$ cat src/rtl/cordic_pkg.sv
// Shared constants for the vectoring CORDIC: binary-angle atan table, quadrant angles, FSM states.
// 16-bit binary angle format: 0x4000 = pi/2, full circle = 65536.
package cordic_pkg;

    localparam int ANG_W      = 16;
    localparam int ATAN_DEPTH = 10;
    // Fractional guard bits carried below the integer LSB so shift truncation does not bias X.
    localparam int GB         = 4;

    localparam logic [ANG_W-1:0] ANG_PI_2     = 16'h4000;
    localparam logic [ANG_W-1:0] ANG_NEG_PI_2 = 16'hC000;

    localparam logic [ANG_W-1:0] ATAN_TAB [ATAN_DEPTH] = '{
        16'h2000, 16'h12E4, 16'h09FB, 16'h0511, 16'h028B,
        16'h0145, 16'h00A2, 16'h0051, 16'h0028, 16'h0014
    };

    typedef enum logic [1:0] {
        ST_IDLE = 2'd0,
        ST_BUSY = 2'd1,
        ST_COMP = 2'd2,
        ST_DONE = 2'd3
    } state_t;

    function automatic logic [ANG_W-1:0] atan_lut(input logic [3:0] idx);
        return (idx < 4'(ATAN_DEPTH)) ? ATAN_TAB[idx] : '0;
    endfunction

endpackage

$ cat src/rtl/cordic_gain_comp.sv
// Shift-add multiply of the raw CORDIC X by 1/K ~= 2^-1 + 2^-3 - 2^-6 - 2^-9, truncated.
// Only built when GAIN_COMP_EN is defined.
`ifdef GAIN_COMP_EN
module cordic_gain_comp
    import cordic_pkg::*;
#(
    parameter int W  = 10,
    parameter int FW = W + GB
) (
    input  logic signed [FW-1:0] x,
    output logic        [W-1:0]  mag
);

    localparam int AW = FW + 10;

    logic signed [AW-1:0] xe;
    logic signed [AW-1:0] acc;
    logic                 unused_bits;

    assign xe  = AW'(x);
    // Exact X*311 before the single final truncation (311/512 ~= 1/K).
    assign acc = (xe <<< 8) + (xe <<< 6) - (xe <<< 3) - xe;
    assign mag = acc[GB+9 +: W];

    assign unused_bits = ^{acc[AW-1], acc[GB+8:0]};

endmodule
`endif

$ cat src/rtl/cordic_vectoring.sv
// Iterative vectoring CORDIC: (x, y) -> atan2 angle and magnitude, one micro-rotation per clock.
// Define GAIN_COMP_EN to add a COMP cycle that scales the magnitude by 1/K.
module cordic_vectoring
    import cordic_pkg::*;
#(
    parameter int XY_SZ = 8,
    parameter int STG   = 8
) (
    input  logic                    CLK_100MHZ,
    input  logic                    RST_N,
    input  logic signed [XY_SZ-1:0] x_in,
    input  logic signed [XY_SZ-1:0] y_in,
    input  logic                    in_valid,
    output logic                    in_ready,
    output logic        [15:0]      angle_out,
    output logic        [XY_SZ+1:0] mag_out,
    output logic                    out_valid,
    input  logic                    out_ready
);

    localparam int W  = XY_SZ + 2;
    localparam int FW = W + GB;
    localparam logic [3:0] LAST = 4'(STG - 1);

    state_t               st;
    logic                 zero_f;
    logic [3:0]           it;
    logic signed [FW-1:0] xr, yr;
    logic [15:0]          zr;

    logic signed [FW-1:0] xi, yi;
    logic signed [FW-1:0] x_pre, y_pre;
    logic [15:0]          z_pre;
    logic signed [FW-1:0] dx, dy;
    logic signed [FW-1:0] x_nx, y_nx;
    logic [15:0]          z_nx;

    assign in_ready  = RST_N && (st == ST_IDLE);
    assign out_valid = (st == ST_DONE);

    // W leaves headroom so negating the most negative input cannot overflow.
    assign xi = {{2{x_in[XY_SZ-1]}}, x_in, {GB{1'b0}}};
    assign yi = {{2{y_in[XY_SZ-1]}}, y_in, {GB{1'b0}}};

    always_comb begin
        x_pre = xi;
        y_pre = yi;
        z_pre = '0;
        if (xi[FW-1]) begin
            if (!yi[FW-1]) begin
                x_pre = yi;
                y_pre = -xi;
                z_pre = ANG_PI_2;
            end else begin
                x_pre = -yi;
                y_pre = xi;
                z_pre = ANG_NEG_PI_2;
            end
        end
    end

    always_comb begin
        dx = xr >>> it;
        dy = yr >>> it;
        if (!yr[FW-1]) begin
            x_nx = xr + dy;
            y_nx = yr - dx;
            z_nx = zr + atan_lut(it);
        end else begin
            x_nx = xr - dy;
            y_nx = yr + dx;
            z_nx = zr - atan_lut(it);
        end
    end

`ifdef GAIN_COMP_EN
    logic [W-1:0] comp_mag;

    cordic_gain_comp #(.W(W), .FW(FW)) u_gain_comp (
        .x   (xr),
        .mag (comp_mag)
    );
`endif

    always_ff @(posedge CLK_100MHZ) begin
        if (!RST_N) begin
            st        <= ST_IDLE;
            it        <= '0;
            xr        <= '0;
            yr        <= '0;
            zr        <= '0;
            zero_f    <= 1'b0;
            angle_out <= '0;
            mag_out   <= '0;
        end else begin
            case (st)
                ST_IDLE: begin
                    if (in_valid) begin
                        xr     <= x_pre;
                        yr     <= y_pre;
                        zr     <= z_pre;
                        it     <= '0;
                        zero_f <= (x_in == '0) && (y_in == '0);
                        st     <= ST_BUSY;
                    end
                end
                ST_BUSY: begin
                    xr <= x_nx;
                    yr <= y_nx;
                    zr <= z_nx;
                    it <= it + 4'd1;
                    if (it == LAST) begin
                        it <= '0;
`ifdef GAIN_COMP_EN
                        st <= ST_COMP;
`else
                        // Zero vector still spends the full latency, then reports 0/0.
                        angle_out <= zero_f ? '0 : z_nx;
                        mag_out   <= zero_f ? '0 : x_nx[FW-1:GB];
                        st        <= ST_DONE;
`endif
                    end
                end
`ifdef GAIN_COMP_EN
                ST_COMP: begin
                    angle_out <= zero_f ? '0 : zr;
                    mag_out   <= zero_f ? '0 : comp_mag;
                    st        <= ST_DONE;
                end
`endif
                ST_DONE: begin
                    if (out_ready)
                        st <= ST_IDLE;
                end
                default: st <= ST_IDLE;
            endcase
        end
    end

endmodule

$ cat config.mk
export PLATFORM = sky130hd
export DESIGN_NAME = cordic_vectoring
export DESIGN_NICKNAME = d
export VERILOG_FILES = /design/src/rtl/cordic_pkg.sv /design/src/rtl/cordic_gain_comp.sv /design/src/rtl/cordic_vectoring.sv
export SDC_FILE = /design/constraint.sdc
export NUM_CORES = 1
export LEC_CHECK = 0
export BUFFER_PORTS_ARGS = -buffer_cell sky130_fd_sc_hd__buf_2
export CAP_MARGIN = 30
export CELL_PAD_IN_SITES_DETAIL_PLACEMENT = 1
export CELL_PAD_IN_SITES_GLOBAL_PLACEMENT = 1
export CORE_UTILIZATION = 25
export CTS_CLUSTER_SIZE = 25
export DETAILED_ROUTE_END_ITERATION = 10
export GPL_ROUTABILITY_DRIVEN = 0
export PLACE_DENSITY = 0.5
export RECOVER_POWER = 25
export SYNTH_ARGS = -nofsm -noshare
export SYNTH_HDL_FRONTEND = slang
export SYNTH_SLANG_ARGS = --single-unit
$ cat constraint.sdc
create_clock -name CLK_100MHZ -period 4.3 [get_ports CLK_100MHZ]
set_input_delay 0.43 -clock CLK_100MHZ [delete_from_list [all_inputs] [get_ports CLK_100MHZ]]
set_output_delay 0.43 -clock CLK_100MHZ [all_outputs]
set_load 0.03 [all_outputs]
## Word-level counts from Yosys, hierarchy flattened

Memories as Yosys holds them, arrays and structs flattened.
Cells that the tools add are included.

- Register bits: 77
- Bits in latches: 0
- RAM bits: 0
- Memory bits (read-only): 256
- Input port bits: 20
- Output and inout bits: 28
- Word-level logic and storage cells: 66
- Memories: 1

- Add/sub/neg operators: 9
- Multiply operators: 0
- Div/mod/pow operators: 0
- Magnitude comparators: 2
- Equal/unequal tests: 6
- Shift-type cells: 2
- Mux-type cells: 27
- Bitwise logic cells: 1
- Reductions and logical operators: 10

Memories:

| memory | depth | bits a word | read ports | clocked after memory_dff | wr ports | line | source |
|---|---|---|---|---|---|---|---|
| (no name shown) | 16 | 16 | 1 | 0 | 0 | cordic_pkg.sv:26 | `return (idx < 4'(ATAN_DEPTH)) ? ATAN_TAB[idx] : '0;` |

Operators by type and width:

| cell | count |
|---|---|
| 16-bit 2-to-1 mux | 8 |
| 14-bit 2-to-1 mux | 8 |
| 14-bit case mux with 2 select lines | 2 |
| 16-bit case mux with 2 select lines | 1 |
| 14-bit adder | 2 |
| 12-bit negation with 14-bit output | 2 |
| 14-bit by 4-bit >>> shifter with 14-bit output | 2 |
| 14-bit subtractor | 2 |
| 16-bit adder | 1 |
| 8-bit logical NOT | 2 |
| 16-bit subtractor | 1 |
| 10-bit 2-to-1 mux | 1 |
| 4-bit 2-to-1 mux | 2 |
| 4-bit case mux with 2 select lines | 1 |
| 2-bit 2-to-1 mux | 3 |
| 2-bit case mux with 3 select lines | 1 |
| 2-bit AND reduction | 3 |
| 5-bit >= comparator, second input constant | 1 |
| 4-bit NOT with 5-bit output | 1 |
| 4-bit by 1-bit adder with 4-bit output, second input constant | 1 |
| 4-bit by 3-bit == test with 1-bit output, second input constant | 1 |
| 4-bit < comparator, second input constant | 1 |
| 2-bit inequality test, second input constant | 2 |
| 3-bit AND reduction | 1 |
| other kinds (6) | 7 |

## Logic depth before layout (Yosys ltp)

Gate-level depths: netlist of the first run.

- Depth after elaboration: 8
- Mapped depth: 23

## Worst setup path after synthesis of the first run

Ideal clock, no wire load.

- Kind: register to register
- Start point: register it[0]
- End point: register angle_out[15]
- Library setup time: 0.115 ns
- Data arrival time: 4.334 ns
- Slack: -0.149 ns
- Stages on the path, launching flop included: 23
- Buffers on the path: 4
- Period minus slack after synthesis: 4.449 ns
- Path through: dfxtp_1 -> buf_6 -> buf_12 -> buf_6 -> buf_4 -> inv_1 -> ha_1 -> nor2b_1 -> a21oi_1 -> a2bb2oi_2 -> nand3_1 -> nor3b_1 -> nor2_1 -> xnor2_1 -> ha_1 -> nor3_1 -> inv_1 -> o311ai_0 -> a211oi_1 -> o31ai_1 -> xnor2_1 -> o31ai_1 -> and2_1

- Cells in the longest elaborated chain, start to end: 8
- Elaborated cells on any way between the ends: 12

RTL lines:

| what | line | source |
|---|---|---|
| start: declaration | cordic_vectoring.sv:27 | `logic [3:0] it;` |
| start signal: assignment | cordic_vectoring.sv:111 | `it <= it + 4'd1;` |
| 4-bit NOT with 5-bit output (not written as such) | cordic_pkg.sv:26 |  |
| memory read 16 x 16 bit | n/a |  |
| 16-bit 2-to-1 mux (not written as such) (2 in a row) | cordic_pkg.sv:26 |  |
| 16-bit 2-to-1 mux | cordic_pkg.sv:26 |  |
| 16-bit adder or 16-bit subtractor (tied branches) | cordic_vectoring.sv:68, cordic_vectoring.sv:72 |  |
| 16-bit 2-to-1 mux | cordic_vectoring.sv:65 | `if (!yr[FW-1]) begin` |
| 16-bit 2-to-1 mux | cordic_vectoring.sv:118 | `angle_out <= zero_f ? '0 : z_nx;` |
| end signal: assignment | cordic_vectoring.sv:118 |  |
| end: declaration | cordic_vectoring.sv:15 | `output logic [15:0] angle_out,` |

Several ways; a longest one is shown, not always the timed one. The select of a mux whose other input is x is not followed.
A chain may end at the register's enable or synchronous reset.

## Final worst setup path of the first run

- Start point: register it[0]
- End point: register yr[12]

- Cells in the longest elaborated chain, start to end: 4
- Elaborated cells on any way between the ends: 5

RTL lines:

| what | line | source |
|---|---|---|
| 14-bit by 4-bit >>> shifter with 14-bit output (*) | cordic_vectoring.sv:63 | `dx = xr >>> it;` |
| 14-bit subtractor or 14-bit adder (tied branches) | cordic_vectoring.sv:67, cordic_vectoring.sv:71 |  |
| 14-bit 2-to-1 mux (*) | cordic_vectoring.sv:65 |  |
| 14-bit case mux with 2 select lines (*) | cordic_vectoring.sv:96 | `case (st)` |
| end signal: assignment | cordic_vectoring.sv:100 | `yr <= y_pre;` |
| end signal: assignment | cordic_vectoring.sv:109 | `yr <= y_nx;` |
| end: declaration | cordic_vectoring.sv:28 | `logic signed [FW-1:0] xr, yr;` |

Every way passes the cells marked *; elsewhere a longest branch is shown, timed or not.

==> qor.txt, run 1 <==
Initial antenna violation count: 1
Core area: 30500 um^2
HPWL after detailed placement: 23400 um
# DRC: 0
Number of buffers created by CTS: 9
Crit Path Max Fanout: 5
Worst-case clock buffer depth: 2
Syn_nets: 1021
Die Span X: 178 um
# Max-Cap Violations: 0
Crit path capture type: register
Commonest non-fill, non-tap cell in the layout: buf_4
Count of final max-slew check failures: 0
Post-Route WL: 31200 um
FP Rows: 64
Critical path class: reg -> reg
Die H: 178 um
Nets: 1220
First-pass GRT wire length: 47100 um
Hold Crit Class: in -> reg
Grt met3 use: 0.0214
Busiest layer in global routing: met2
Hold Violations, Final: 0
Final Setup Violations: 4
Cell variety after synth: 84
Yosys warns: 0
Ys flop type: dfxtp_1
Post-Synthesis Cells: 946
Most frequent cells in the layout: 188 x buf_4, 74 x dfxtp_1, 64 x nor2_1
Post-synth ARST share: 0
Num ports: 48
Yosys reg bits: 77
Drt pass-1 iters: 5
Clk_lat worst skew: 360 ps
Layout cells sized above 1: 0.328
Post-route minimum period: 4340 ps
DP Worst Slack: -380 ps
Failing checks: setup timing
WL per Instance: 20.2 um
Number of global-route vias before repair: 7963
Port Buffers: 47
All-layer global routing usage: 0.196
Inserted Diodes: 0
Post-synth EDFFs: 0
Status: finished with violations
Pin count of the biggest net entering global routing: 65
Mapped cell area: 7740 um^2
Initial Utilization: 0.254
Setup crit start kind: register
Rel. slew slack: 0.350
DR iter-0 viols: 432
Total power: 5620 uW
TritonCTS Sinks: 77
PD cells: 533 nW/um^2
Worst EP required: 4580 ps
CTS Hold Buffers Added: 0
Clock-pin slew on the worst setup and hold paths: 60 ps
RSZ-0062 raised after global routing: true
Met2 usage: 0.312
Worst setup margin: -41.1 ps
FMAX: 230 MHz
Total number of vias: 8108
H-tree depth: 3
CTS tree: yes
Total global routing overflow: 0
Antenna-violating nets left: 0
GR Util met1: 0.281
Placed Area: 9550 um^2
Final Cycle Share: 1.01
Seq/Total Area, Yosys: 0.199
Worst slew pin tran: 975 ps
Clk_skew: 10.5 ps
Vias per cell: 5.25
P_leak: 0.00434 uW
Design area: 10500 um^2
Arrival time worst endpoint: 4620 ps
Die ar.: 31700 um^2
Syn Area/Cell: 8.18 um^2
Area grow syn2layout: 36.1%
Clock root buffer: clkbuf_16
Peak supply drop: 304 uV
[metal layers]
| layer | vias up | routed length, um |
|---|---|---|
| met5 | - | 0 |
| met4 | 0 | 347 |
| met3 | 21 | 1230 |
| met2 | 168 | 14400 |
| met1 | 4036 | 15300 |
| li1 | 3883 | - |
[worst paths after layout]
path         cells past startpoint               startpoint  slack [ps]                 endpoint
max                             18       it[0]$_SDFFE_PN0P_         -40      yr[12]$_SDFFE_PN0P_
min reg2reg                      2  mag_out[9]$_SDFFE_PN0P_         490  mag_out[9]$_SDFFE_PN0P_
max reg2reg                     18       it[0]$_SDFFE_PN0P_         -40      yr[12]$_SDFFE_PN0P_
min                              3                out_ready         460       st[1]$_SDFFE_PN0P_
[flip-flops by register name, indices dropped and copies added, names as in the netlist]
name	flops
yr	14
xr	14
mag_out	10
zr	16
zero_f	1
st	2
angle_out	16
it	4
[timing repair]
item,CTS,global route
setup buffers,7,23
endpoints found under the setup margin,24,33
gates resized for setup,32,95
pin swaps,8,54
[worst max-delay path, cell delays in order (launching register included)]
cell and delay (ps):
dfxtp_4 380, buf_4 120, buf_4 120, buf_4 100, mux4_2 500, buf_4 150, o211ai_1 230, a21bo_2 250
and4bb_2 340, a21oi_1 90, xor2_1 160, ha_1 220, a2111o_1 400, buf_6 140, o2111ai_4 200, a21boi_2 100
o21a_1 190, or4_1 460, o211ai_1 90
[area by class of cell]
type	count	area, um^2
multi-input combinational	771	6280
fill	3576	20000
clock inverter	5	37.5
tap	396	495
inverter	38	143
clock buffer	9	225
sequential	77	1550
timing repair buffer	248	1810
[kinds of logic after synthesis]
logic type | Yosys count | share of synthesized area
buffers and inverters | 98 | 0.0529
AO/OA/AOI/OAI | 269 | 0.238
flip-flops | 77 | 0.199
AND/OR/NAND/NOR | 325 | 0.224
adder cells (fa/ha/maj) | 55 | 0.0918
multiplexers | 57 | 0.119
XOR/XNOR | 65 | 0.0753
[synthesized netlist by cell type, types with 16 or more instances]
| cell type | number | area, um^2 |
|---|---|---|
| xnor2_1 | 42 | 368 |
| mux2i_1 | 19 | 190 |
| xor2_1 | 22 | 193 |
| inv_1 | 36 | 135 |
| nand3_1 | 27 | 135 |
| a22oi_1 | 30 | 225 |
| o21ai_0 | 40 | 200 |
| clkbuf_1 | 49 | 184 |
| nor3_1 | 16 | 80.1 |
| nand2_1 | 58 | 218 |
| a21oi_1 | 60 | 300 |
| nor2_1 | 77 | 289 |
| mux4_2 | 23 | 518 |
| dfxtp_1 | 77 | 1540 |
| nor2b_1 | 50 | 313 |
| ha_1 | 52 | 651 |
[stage by stage]
stage / setup TNS, ps / util / hold slack (ps) / cells
4_1_cts: 0 / 0.327 / 459 / 1522
2_1_floorplan: 0 / - / 482 / 946
6_report: -80.4 / 0.345 / 459 / 1544
3_5_place_dp: -4070 / 0.313 / 481 / 1501
5_1_grt: -1500 / 0.345 / 470 / 1544
3_3_place_gp: -2870 / 0.313 / 475 / 1501
[power breakdown]
part | total, uW | internal (uW) | switching, uW
Sequential | 914 | 799 | 115
Combinational | 3970 | 1930 | 2040
Clock | 738 | 387 | 351
No activity file was read; power rests on OpenSTA's default activity.
==> inputs of run 2 (changes only) <==
--- a/config.mk
+++ b/config.mk
@@ -10,11 +10,13 @@
 export CELL_PAD_IN_SITES_DETAIL_PLACEMENT = 1
 export CELL_PAD_IN_SITES_GLOBAL_PLACEMENT = 1
 export CORE_UTILIZATION = 25
+export CTS_CLUSTER_DIAMETER = 120
 export CTS_CLUSTER_SIZE = 25
 export DETAILED_ROUTE_END_ITERATION = 10
 export GPL_ROUTABILITY_DRIVEN = 0
 export PLACE_DENSITY = 0.5
 export RECOVER_POWER = 25
+export REMOVE_ABC_BUFFERS = 1
 export SYNTH_ARGS = -nofsm -noshare
 export SYNTH_HDL_FRONTEND = slang
 export SYNTH_SLANG_ARGS = --single-unit
==> run 2 against run 1 <==
Net effect: the run still ends with setup timing left; hold slack lost 45 ps; core utilization shrank 0.12 points; global-route usage shrank 0.73 points; power shrank 1.6%; largest cell class unchanged; highest routed layer unchanged.
==> qor.txt, run 2 (synthesized netlist as in run 1, its figures left out) <==
Commonest non-fill, non-tap cell in the layout: buf_4
Number of global-route vias before repair: 8105 (+1.8%)
HPWL after detailed placement: 22100 um (-5.3%)
Core area: 30500 um^2 (unchanged)
Die Span X: 178 um (unchanged)
Crit Path Max Fanout: 6 (+1)
WL per Instance: 19.3 um (-4.4%)
Arrival time worst endpoint: 4620 ps (about the same)
Port Buffers: 47 (unchanged)
Clk_skew: 15.1 ps (+4.57 ps)
Peak supply drop: 253 uV (-17%)
Setup crit start kind: register
CTS Hold Buffers Added: 0 (unchanged)
Number of cells on the critical path: 19 (+1)
Num ports: 48 (unchanged)
Pin count of the biggest net entering global routing: 48 (-26%)
Post-route minimum period: 4340 ps (-4.03 ps)
Crit-path cells: buf_8 > buf_8 > buf_8 > mux4_2 > mux4_2 > buf_6 > nor3_4 > nand4_1 > a21oi_2 > nand3_2 > and3b_1 > a311o_1 > ha_1 > o21a_1 > o21ai_1 > nand2b_1 > a21bo_2 > a211o_1 > o211ai_2
FMAX: 231 MHz (about the same)
Inserted Diodes: 0 (unchanged)
RSZ-0062 raised after global routing: true
Clock root buffer: clkbuf_16
TritonCTS Sinks: 77 (unchanged)
FF-to-FF Start: it[0]$_SDFFE_PN0P_
Failing checks: setup timing
R2r setup slk: -40 ps (about the same)
Count of final max-slew check failures: 0 (unchanged)
PD cells: 527 nW/um^2 (-1.2%)
Worst Setup SP: it[0]$_SDFFE_PN0P_
Worst slew pin tran: 983 ps (+8.55 ps)
# Max-Cap Violations: 0 (unchanged)
H-tree depth: 3 (unchanged)
CP most frequent cell: buf_8
Post-Route WL: 29700 um (-5.1%)
Final Setup Violations: 3 (-1)
Placed Area: 9380 um^2 (-1.8%)
Number of buffers created by CTS: 9 (unchanged)
Slowest cell delay on critical path: 530 ps (+30 ps)
CTS tree: yes
Design area: 10500 um^2 (-0.36%)
Hold Crit Class: in -> reg
Worst R2R Path Depth: 19 (+1)
Die H: 178 um (unchanged)
Critical Path Sink: xr[13]$_SDFFE_PN0P_
Nets: 1207 (-1.1%)
Total number of vias: 7959 (-1.8%)
Worst EP required: 4580 ps (about the same)
Layout cells sized above 1: 0.321 (-0.00738)
First-pass GRT wire length: 45600 um (-3.1%)
Crit-path leading delay family: compound AO/OA/AOI/OAI gates
Drt pass-1 iters: 4 (-1)
# DRC: 0 (unchanged)
Most frequent cells in the layout: 171 x buf_4, 74 x dfxtp_1, 68 x nor2_1
Die ar.: 31700 um^2 (unchanged)
Hold slack: 414 ps (-45.0 ps)
Area grow syn2layout: 35.6%
Status: finished with violations
Crit path capture type: register
Clock-pin slew on the worst setup and hold paths: 70 ps (about the same)
Worst setup margin: -37.0 ps (+4.03 ps)
DR iter-0 viols: 301 (-30%)
Initial antenna violation count: 0 (-1)
Antenna-violating nets left: 0 (unchanged)
P_leak: 0.00429 uW (-1.1%)
Fill count: 3602 (+0.73%)
Critical path class: reg -> reg
Hold Violations, Final: 0 (unchanged)
Total global routing overflow: 0 (unchanged)
Rel. slew slack: 0.344 (-0.00570)
Final Cycle Share: 1.01 (about the same)
Top flop regs: angle_out x16, zr x16
Clk_lat worst skew: 360 ps (about the same)
R2r endpoint: xr[13]$_SDFFE_PN0P_
Crit-path slowest cell: mux4_2
FP Rows: 64 (unchanged)
Vias per cell: 5.19 (-1.1%)
Initial Utilization: 0.254 (unchanged)
Worst-case clock buffer depth: 2 (unchanged)
Buf/Inv on CP: 4 (-1)
All-layer global routing usage: 0.189 (-0.00733)
run 2: metal layers:
metal,track usage,up-vias,routed length (um),share of wire
met5,0,-,0,0
met4,0.0463,0,558,0.019
met3,0.0289,29,985,0.033
met2,0.322,112,14200,0.48
met1,0.247,3950,13900,0.47
li1,-,3868,-,-
run 2: worst min path at each step:
stage | from | endpoint | slack (ps) | cells past startpoint
2_1_floorplan | zr[12]$_SDFFE_PN0P_ | zr[12]$_SDFFE_PN0P_ | 480 | 2
3_3_place_gp | mag_out[6]$_SDFFE_PN0P_ | mag_out[6]$_SDFFE_PN0P_ | 480 | 1
3_5_place_dp | mag_out[9]$_SDFFE_PN0P_ | mag_out[9]$_SDFFE_PN0P_ | 490 | 2
4_1_cts | out_ready | st[0]$_SDFFE_PN0P_ | 410 | 3
5_1_grt | out_ready | st[0]$_SDFFE_PN0P_ | 430 | 3
6_report | out_ready | st[0]$_SDFFE_PN0P_ | 410 | 3
run 2: repair_timing:
action                                  in CTS  in global routing
gates resized for setup                     61                 71
cloned                                       1                  0
pin swaps                                   20                 55
hold endpoints to repair                     0                  0
endpoints found under the setup margin      26                 33
buffers inserted                            20                 16
run 2: tightest hold or removal path: stages:
cell     delay (ps)
buf_2            90
o21ai_0          60
and2_1          150
run 2: area by class of cell:
class	instances	area, um^2	share of cell area
Multi-Input combinational cell	771	6280	0.598
Timing Repair Buffer	235	1740	0.166
Sequential cell	77	1550	0.148
Tap cell	396	495	0.0472
Clock buffer	11	243	0.0231
Inverter	38	143	0.0136
Clock inverter	5	50.0	0.00477
run 2: power breakdown:
group	internal (uW)	switching, uW	total [uW]
clock network	462	338	801
logic	1890	1910	3800
registers	799	127	926
run 2: per-stage QoR:
step	worst slack, ps	power (uW)	cells	util	setup TNS (ps)
3_3_place_gp	-329	4090	1479	0.307	-2360
3_5_place_dp	-351	4110	1480	0.307	-3640
4_1_cts	-27.2	5160	1517	0.330	-27.2
6_report	-37.0	5530	1533	0.344	-78.9
2_1_floorplan	-1000	2850	886	-	-23030
5_1_grt	-206	5960	1533	0.344	-1540
